## config.mk

```make
export PLATFORM = sky130hd
export DESIGN_NAME = if_of_prefetch_queue_flat
export DESIGN_NICKNAME = d
export VERILOG_FILES = /design/src/rtl/simple_risc_pkg.sv /design/src/rtl/if_of_prefetch_queue_if.sv /design/src/rtl/prefetch_queue_mem.sv /design/src/rtl/if_of_prefetch_queue.sv /design/src/flat_wrapper.sv
export SDC_FILE = /design/constraint.sdc
export NUM_CORES = 1
export LEC_CHECK = 0
export ABC_CLOCK_PERIOD_IN_PS = 13800
export BUFFER_PORTS_ARGS = -buffer_cell sky130_fd_sc_hd__buf_4
export CORE_MARGIN = 2
export CORE_UTILIZATION = 50
export DETAILED_ROUTE_END_ITERATION = 10
export GPL_TIMING_DRIVEN = 1
export PLACE_DENSITY = 0.71
export SETUP_SLACK_MARGIN = 0.15
export SYNTH_ARGS = -nofsm -noshare
export SYNTH_HDL_FRONTEND = slang
export SYNTH_SLANG_ARGS = --single-unit
```

## constraint.sdc

```tcl
create_clock -name Clk -period 13.8 [get_ports Clk]
set_input_delay 0 -clock Clk [delete_from_list [all_inputs] [get_ports Clk]]
set_output_delay 0 -clock Clk [all_outputs]
set_load 0.03 [all_outputs]
```

## src/rtl/simple_risc_pkg.sv

```systemverilog
// simple_risc_pkg: shared SimpleRISC widths, nop encoding and fetch-entry type.
// INSTR_W / PC_W : instruction and program-counter widths.
// NOP_INSTR      : SimpleRISC nop (opcode 5'b01101), shown when the queue is empty.
// fetch_entry_t  : {pc, instr} pair carried from instruction fetch to operand fetch.
package simple_risc_pkg;
    localparam int INSTR_W = 32;
    localparam int PC_W = 32;
    localparam logic [INSTR_W-1:0] NOP_INSTR = 32'h6800_0000;
    typedef struct packed {
        logic [PC_W-1:0]    pc;
        logic [INSTR_W-1:0] instr;
    } fetch_entry_t;
endpackage

```

## src/rtl/if_of_prefetch_queue_if.sv

```systemverilog
// if_of_prefetch_queue_if: handshake bundle between fetch, the prefetch queue and operand fetch.
// flush                         : discard all queued entries (branch taken in EX).
// in_valid/in_ready/in_instr/in_pc     : fetch-side push handshake.
// out_valid/out_ready/out_instr/out_pc : operand-fetch-side pop handshake.
// occupancy                     : current entry count, 0..DEPTH.
// Modports: slave = the queue, master = the fetch/operand-fetch environment.
interface if_of_prefetch_queue_if
    import simple_risc_pkg::*;
#(
    parameter int DEPTH = 4
);
    logic                   flush;
    logic                   in_valid;
    logic                   in_ready;
    logic [INSTR_W-1:0]     in_instr;
    logic [PC_W-1:0]        in_pc;
    logic                   out_valid;
    logic                   out_ready;
    logic [INSTR_W-1:0]     out_instr;
    logic [PC_W-1:0]        out_pc;
    logic [$clog2(DEPTH):0] occupancy;

    modport slave (
        input  flush, in_valid, in_instr, in_pc, out_ready,
        output in_ready, out_valid, out_instr, out_pc, occupancy
    );

    modport master (
        output flush, in_valid, in_instr, in_pc, out_ready,
        input  in_ready, out_valid, out_instr, out_pc, occupancy
    );
endinterface

```

## src/rtl/prefetch_queue_mem.sv

```systemverilog
// prefetch_queue_mem: DEPTH x fetch_entry_t storage, one synchronous write port, one asynchronous read port.
// Clk   : write clock (rising edge).
// we    : write enable; waddr/wdata : write address and entry.
// raddr : read address; rdata : entry at raddr, combinational.
module prefetch_queue_mem
    import simple_risc_pkg::*;
#(
    parameter int DEPTH = 4,
    localparam int AW = $clog2(DEPTH)
) (
    input  logic         Clk,
    input  logic         we,
    input  logic [AW-1:0] waddr,
    input  fetch_entry_t wdata,
    input  logic [AW-1:0] raddr,
    output fetch_entry_t rdata
);
    fetch_entry_t mem_q [DEPTH];

    always_ff @(posedge Clk) begin
        if (we) mem_q[waddr] <= wdata;
    end

    assign rdata = mem_q[raddr];
endmodule

```

## src/rtl/if_of_prefetch_queue.sv

```systemverilog
// if_of_prefetch_queue: IF->OF instruction prefetch FIFO of {pc, instr} with flush on taken branch.
// Clk   : single clock, rising edge.
// reset : synchronous, active-low; overrides flush, push and pop.
// q     : if_of_prefetch_queue_if.slave (flush, in_* push side, out_* pop side, occupancy).
// Optional PREFETCH_BYPASS_EN: when empty, an incoming entry is presented on out_* in the
// same cycle; if consumed it is never written and never counted in occupancy.
module if_of_prefetch_queue
    import simple_risc_pkg::*;
#(
    parameter int DEPTH = 4
) (
    input  logic                 Clk,
    input  logic                 reset,
    if_of_prefetch_queue_if.slave q
);
    localparam int AW = $clog2(DEPTH);
    localparam int OW = AW + 1;

    logic [AW-1:0] wr_ptr_q, wr_ptr_d, rd_ptr_q, rd_ptr_d;
    logic [OW-1:0] occupancy_q, occupancy_d;
    logic          empty, full, bypass, push, pop, wr_en, mem_pop;
    fetch_entry_t  head, in_entry;

    assign in_entry = '{pc: q.in_pc, instr: q.in_instr};

    prefetch_queue_mem #(.DEPTH(DEPTH)) u_mem (
        .Clk   (Clk),
        .we    (wr_en),
        .waddr (wr_ptr_q),
        .wdata (in_entry),
        .raddr (rd_ptr_q),
        .rdata (head)
    );

    assign empty = occupancy_q == '0;
    assign full  = occupancy_q == OW'(DEPTH);
`ifdef PREFETCH_BYPASS_EN
    assign bypass = empty & q.in_valid & ~q.flush & reset;
`else
    assign bypass = 1'b0;
`endif

    // in_ready deliberately ignores out_ready: no combinational ready path through the queue.
    assign q.in_ready  = ~full & reset;
    assign q.out_valid = ~empty | bypass;
    assign q.out_instr = bypass ? q.in_instr : (empty ? NOP_INSTR : head.instr);
    assign q.out_pc    = bypass ? q.in_pc : (empty ? '0 : head.pc);
    assign q.occupancy = occupancy_q;

    always_comb begin
        push        = q.in_valid & q.in_ready;
        pop         = q.out_valid & q.out_ready;
        // A bypassed entry consumed this cycle is never stored; flush drops the input.
        wr_en       = push & ~q.flush & ~(bypass & q.out_ready);
        // Only entries actually held in storage advance the read pointer.
        mem_pop     = pop & ~empty;
        wr_ptr_d    = q.flush ? '0 : wr_ptr_q + AW'(wr_en);
        rd_ptr_d    = q.flush ? '0 : rd_ptr_q + AW'(mem_pop);
        occupancy_d = q.flush ? '0 : occupancy_q + OW'(wr_en) - OW'(mem_pop);
    end

    always_ff @(posedge Clk) begin
        if (!reset) begin
            wr_ptr_q    <= '0;
            rd_ptr_q    <= '0;
            occupancy_q <= '0;
        end else begin
            wr_ptr_q    <= wr_ptr_d;
            rd_ptr_q    <= rd_ptr_d;
            occupancy_q <= occupancy_d;
        end
    end
endmodule

```

## src/flat_wrapper.sv

```systemverilog
// flat-port wrapper written by rule: the top's interface ports become plain ports
module if_of_prefetch_queue_flat import simple_risc_pkg::*;
#(
    parameter int DEPTH = 4
)
  (Clk, reset, q_flush, q_in_valid, q_in_instr, q_in_pc, q_out_ready, q_in_ready, q_out_valid, q_out_instr, q_out_pc, q_occupancy);
  if_of_prefetch_queue_if #(.DEPTH(DEPTH)) q_i ();
  input  logic Clk;
  input  logic reset;
  input wire logic [$bits(q_i.flush)-1:0] q_flush;
  input wire logic [$bits(q_i.in_valid)-1:0] q_in_valid;
  input wire logic [$bits(q_i.in_instr)-1:0] q_in_instr;
  input wire logic [$bits(q_i.in_pc)-1:0] q_in_pc;
  input wire logic [$bits(q_i.out_ready)-1:0] q_out_ready;
  output wire logic [$bits(q_i.in_ready)-1:0] q_in_ready;
  output wire logic [$bits(q_i.out_valid)-1:0] q_out_valid;
  output wire logic [$bits(q_i.out_instr)-1:0] q_out_instr;
  output wire logic [$bits(q_i.out_pc)-1:0] q_out_pc;
  output wire logic [$bits(q_i.occupancy)-1:0] q_occupancy;
  assign q_i.flush = q_flush;
  assign q_i.in_valid = q_in_valid;
  assign q_i.in_instr = q_in_instr;
  assign q_i.in_pc = q_in_pc;
  assign q_i.out_ready = q_out_ready;
  assign q_in_ready = q_i.in_ready;
  assign q_out_valid = q_i.out_valid;
  assign q_out_instr = q_i.out_instr;
  assign q_out_pc = q_i.out_pc;
  assign q_occupancy = q_i.occupancy;
  if_of_prefetch_queue #(.DEPTH(DEPTH)) u_core (.Clk(Clk), .reset(reset), .q(q_i));
endmodule
```

* Yosys cells after proc, flatten, opt, wreduce, memory -nomap -nowiden
Memory sizes are Yosys's and may differ from the RTL's. A register that Yosys moved wholly into a read port is not among the register bits. Cells that the tools add are included.
Operators by class: bitwise gates (word level) 9, shifts and indexed selects 0, muxes and demuxes 5, add/subtract/negate cells 4, div/mod/pow operators 0, multipliers 0, eq/ne operators 1, reductions and logical operators 2, $lt $le $gt $ge 0
Operator list (count):
- 2-to-1 mux 32 bit | 2
- bitwise AND 1 bit | 5
- adder 2 x 1 -> 2 bit | 2
- inverter 1 bit | 4
- adder 3 x 1 -> 3 bit | 1
- == test 3 bit (second input constant) | 1
- zero test 3 bit | 1
- subtractor 3 x 1 -> 3 bit | 1
- 2-to-1 mux 1 bit | 2
- 2-to-1 mux 2 bit | 1
- OR reduction 2 bit | 1
Word-level totals: RAM bits 256, output and inout bits 69, bits in latches 0, register bits after elaboration 7, bits of input ports 69, logic and storage cells 25, bits in read-only memories 0, memories 1
Memories:
- u_core.u_mem.mem_q | words 4, bits a word 64, read ports 1, clocked after memory_dff 1, write ports 1, line prefetch_queue_mem.sv:18 | fetch_entry_t mem_q [DEPTH];

* Longest topological paths before layout
word-level depth 7, gate-level depth with buffers 10, mapped depth without buffers 10

* Modules after synthesis
Synthesis repeated with hierarchy kept, for this count alone.
Unflattened totals: cells, all modules 442, area total of the unflattened synthesis 10161.0 µm²
Modules (own cells, without submodules):
- prefetch_queue_mem | instances 1, sequential area each 7687.4 µm², cells an instance 338, area each 9341.5 µm²
- if_of_prefetch_queue | instances 1, sequential area each 140.1 µm², cells an instance 104, area each 819.5 µm²

* Worst setup path before layout
No wires, ideal clock.
kind reg-to-reg, from register u_core.occupancy_q[1] (netlist: u_core.q.occupancy[1]), to memory u_core.u_mem.mem_q[1][0] in the netlist's numbering (enable), buffers on the path 0, clock period less this slack 8.063 ns, arrival time 7.396 ns, setup slack 5.737 ns, data required time 13.134 ns, cell stages (with the launch flop) 3, setup time 0.666 ns, path through dfxtp_1 -> nor3b_1 -> nor4b_1
On the way: cells in the longest elaborated chain, start to end 7
RTL lines:
- from (decl) | line if_of_prefetch_queue.sv:20 | logic [OW-1:0] occupancy_q, occupancy_d;
- from (signal assigned) | line if_of_prefetch_queue.sv:70 | occupancy_q <= occupancy_d;
- == test 3 bit | line if_of_prefetch_queue.sv:36 | assign full = occupancy_q == OW'(DEPTH);
- inverter 1 bit | line if_of_prefetch_queue.sv:44 | assign q.in_ready = ~full & reset;
- bitwise AND 1 bit | line if_of_prefetch_queue.sv:44
- bitwise AND 1 bit | line if_of_prefetch_queue.sv:51 | push = q.in_valid & q.in_ready;
- bitwise AND 1 bit | line if_of_prefetch_queue.sv:54 | wr_en = push & ~q.flush & ~(bypass & q.out_ready);
- 2-to-1 mux 1 bit | line prefetch_queue_mem.sv:21 | if (we) mem_q[waddr] <= wdata;
- 2-to-1 mux 1 bit (implied by the code) | line prefetch_queue_mem.sv:21
- to (decl) | line prefetch_queue_mem.sv:18
Every way passes these cells.

* Final worst setup path
from register u_core.occupancy_q[1] (netlist: u_core.q.occupancy[1]), to register u_core.occupancy_q[2] (netlist: u_core.q.occupancy[2])
On the way: cells in the longest elaborated chain, start to end 7, elaborated cells on any way between the ends 11, those cells by class 2 x add/sub; 1 x eq/ne; 7 x bitwise; 1 x reduce/logical
RTL lines:
- == test 3 bit | line if_of_prefetch_queue.sv:36
- inverter 1 bit | line if_of_prefetch_queue.sv:44
- bitwise AND 1 bit | line if_of_prefetch_queue.sv:44
- bitwise AND 1 bit | line if_of_prefetch_queue.sv:51
- bitwise AND 1 bit | line if_of_prefetch_queue.sv:54
- adder 3 x 1 -> 3 bit | line if_of_prefetch_queue.sv:59 | occupancy_d = q.flush ? '0 : occupancy_q + OW'(wr_en) - OW'(mem_pop);
- subtractor 3 x 1 -> 3 bit * | line if_of_prefetch_queue.sv:59
Every way passes the cells marked *; elsewhere a longest branch is shown, timed or not. A chain may end at the register's enable or synchronous reset.

==> out/metrics.yaml <==
avgSynthCellArea_um2: 22.9
fmax_ghz: 0.329
post-cts-setup-buffers: 0
io_buf_count: 137
grt_start_max_net_pins: 66
finalClockSkew_ns: 0.00702
finalCriticalPeriod_ns: 3.04
dieArea_um2: 21400
detailed_placer_s_ending_hpwl_um: 10600
maxSlewViolCount: 0
vias: 5047
slew_of_the_pin_with_the_lowest_slew_margin_ns: 1.07
area_growth_pct: 27.6
final_util_pct: 64.4
cts.sink_count: 263
cts_max_path_buffers: 3
finalHoldViolations: 0
synth_cells: 442
crit_path_start_kind: "flip-flop"
clockRootBuffer: "clkbuf_16"
die_height_um: 146
floorplan.rows: 52
multi_input_comb_area_um2: 2120
crit_arrival_ns: 3.45
drt_iter0_markers: 250
n_antenna_cell: 0
p_leak_nw: 4.44
worst-setup-path-type: "reg -> reg"
chipWidth_um: 146
cts-buffers-inserted: 27
netlist.top_cell.by_area: "edfxtp_1"
proportion_of_synthesized_flip_flops_having_asynchronous_set_or_reset_pct: 0
fillCellCount: 1385
synth-seq-area-share_pct: 77.4
synth_commonest_cells: "edfxtp_1, and2_1, mux4_2"
netlist_top_cells_area: "edfxtp_1, mux4_2, and2_1"
timing.setup.tns_ns: 0
fin_crit_sh_pct: 22.0
vias_per_cell: 5.28
dr.pass1.iters: 6
clkSlewWorstSetupHoldPaths_ns: 0.06
first_global_vias: 5643
end_kind: "flip-flop"
critical_path_required_time_ns: 14.21
wire_length_of_the_first_global_routing_pass_um: 30300
route.detailed.wl_per_inst_um: 19.9
core_area_um2: 20000
routability_congestion: 0.701
antenna_found_initial: 0
yosys_register_bits: 263
slew_headroom_pct: 28.6
finalSetupViolations: 0
grt.total_usage_pct: 18.1
crit_fanout: 63
max_capacitance_violation_count: 0
post-route-worst-setup-slack_ns: 10.76
dpl_worst_slack_ns: 10.70
synth_most_common_cell: "edfxtp_1"
final-seq-area_um2: 7840
design.final.nets: 739
pin_count: 138
min-delay-path-class: "in -> reg"
cts_hold_buffers: 68
postRouteAntennaNets: 0
synth_nets: 516
rsz0062_at_grt: "no"
cts_resized: 0
yosysUniqueCellTypes: 24
drive_above_1_share_pct: 36.6
drt_drc_violations_left: 0
outcome: "complete, no violations"
power-per-cell-area_nw_per_um2: 131
number_of_enable_type_register_cells_in_the_synthesized_netlist: 256
synth_top_area_share_pct: 76.0
initial_utilization_pct: 50.5
grt_overflow_total: 0
tritoncts: "built"
netlist_area_um2: 10100
vdd.ir_drop.worst_v: 0.0000975
worstSkewPairLatency_ns: 0.52
htree_levels: 1
yosys_warnings: 0
main_synth_ff_type: "edfxtp_1"
totalWireLength_um: 19000
==> cell type report <==
type	count	area share, %
Inverter	4	0.116
Tap cell	270	2.62
Timing Repair Buffer	214	13.8
Sequential cell	263	60.7
Clock buffer	33	5.41
Multi-Input combinational cell	155	16.4
Clock inverter	16	1.02
==> through the flow <==
step,area [um2],total power (W),hold WS [ns],std cells
after global placement,11400,0.00102,0.198,838
after detailed placement,11400,0.00102,0.203,838
final,12900,0.00169,0.0323,955
after global routing,12900,0.00175,0.0954,955
after CTS,12900,0.00171,0.0140,955
after floorplan,10100,0.000967,0.0989,442
==> final timing paths <==
kind	start	endpoint	slack, ns	cells past startpoint
max	u_core.q.occupancy[1]	u_core.q.occupancy[2]	10.76	10
min	q_out_ready	u_core.rd_ptr_q[1]	0.03	5
max reg2reg	u_core.q.occupancy[1]	u_core.q.occupancy[2]	10.76	10
min reg2reg	u_core.wr_ptr_q[1]	u_core.wr_ptr_q[1]	0.62	2
==> cells by family after synthesis <==
group                    after synthesis  share of synthesized area [%]
buffers and inverters                 24                           2.02
XOR/XNOR                               3                          0.396
multiplexers                          64                           14.4
AND/OR/NAND/NOR                       83                           5.11
adder cells (fa/ha/maj)                5                          0.693
flip-flops                           263                           77.4
==> flip-flops by register name, summed over array words and instances, names as in the netlist <==
signal / flops
u_core.wr_ptr_q: 2
u_core.rd_ptr_q: 2
u_core.q.occupancy: 3
u_core.u_mem.mem_q: 256
==> layout by cell type (no fill, tap or decap), types with 2 or more instances in the layout <==
master,count
clkinv_2,7
clkbuf_1,6
mux4_2,60
dfxtp_1,5
edfxtp_1,256
nor4b_2,2
dfxtp_4,2
nor2_1,5
clkbuf_16,27
bufinv_16,2
ha_1,4
inv_1,3
or2_1,3
buf_4,146
mux4_1,4
xnor2_1,2
clkinv_1,5
and2_1,65
dlygate4sd3_1,68
nor2b_1,2
==> layer usage <==
| layer | vias up | global-route usage, % | part of all wire (%) |
|---|---|---|---|
| met5 | - | 0 | 0 |
| met4 | 0 | 4.61 | 2.0 |
| met3 | 35 | 2.75 | 4.2 |
| met2 | 124 | 33.7 | 54 |
| met1 | 2640 | 22.3 | 40 |
| li1 | 2248 | - | - |
==> power by group <==
group          internal [W]  total (W)  switching [W]
clock network      0.000396   0.000678       0.000282
logic             0.0000605   0.000129      0.0000687
registers          0.000884   0.000887     0.00000317
total               0.00134    0.00169       0.000354
==> critical path: stages, from the launching register on <==
cell and delay, ns:
dfxtp_1 0.36, nor3_1 0.47, inv_2 0.53, and2_1 0.37, ha_1 0.27, inv_1 0.06
ha_1 0.13, inv_1 0.06, fa_1 0.42, xnor3_1 0.21, nor2_1 0.05
No activity file was read; power rests on OpenSTA's default activity.
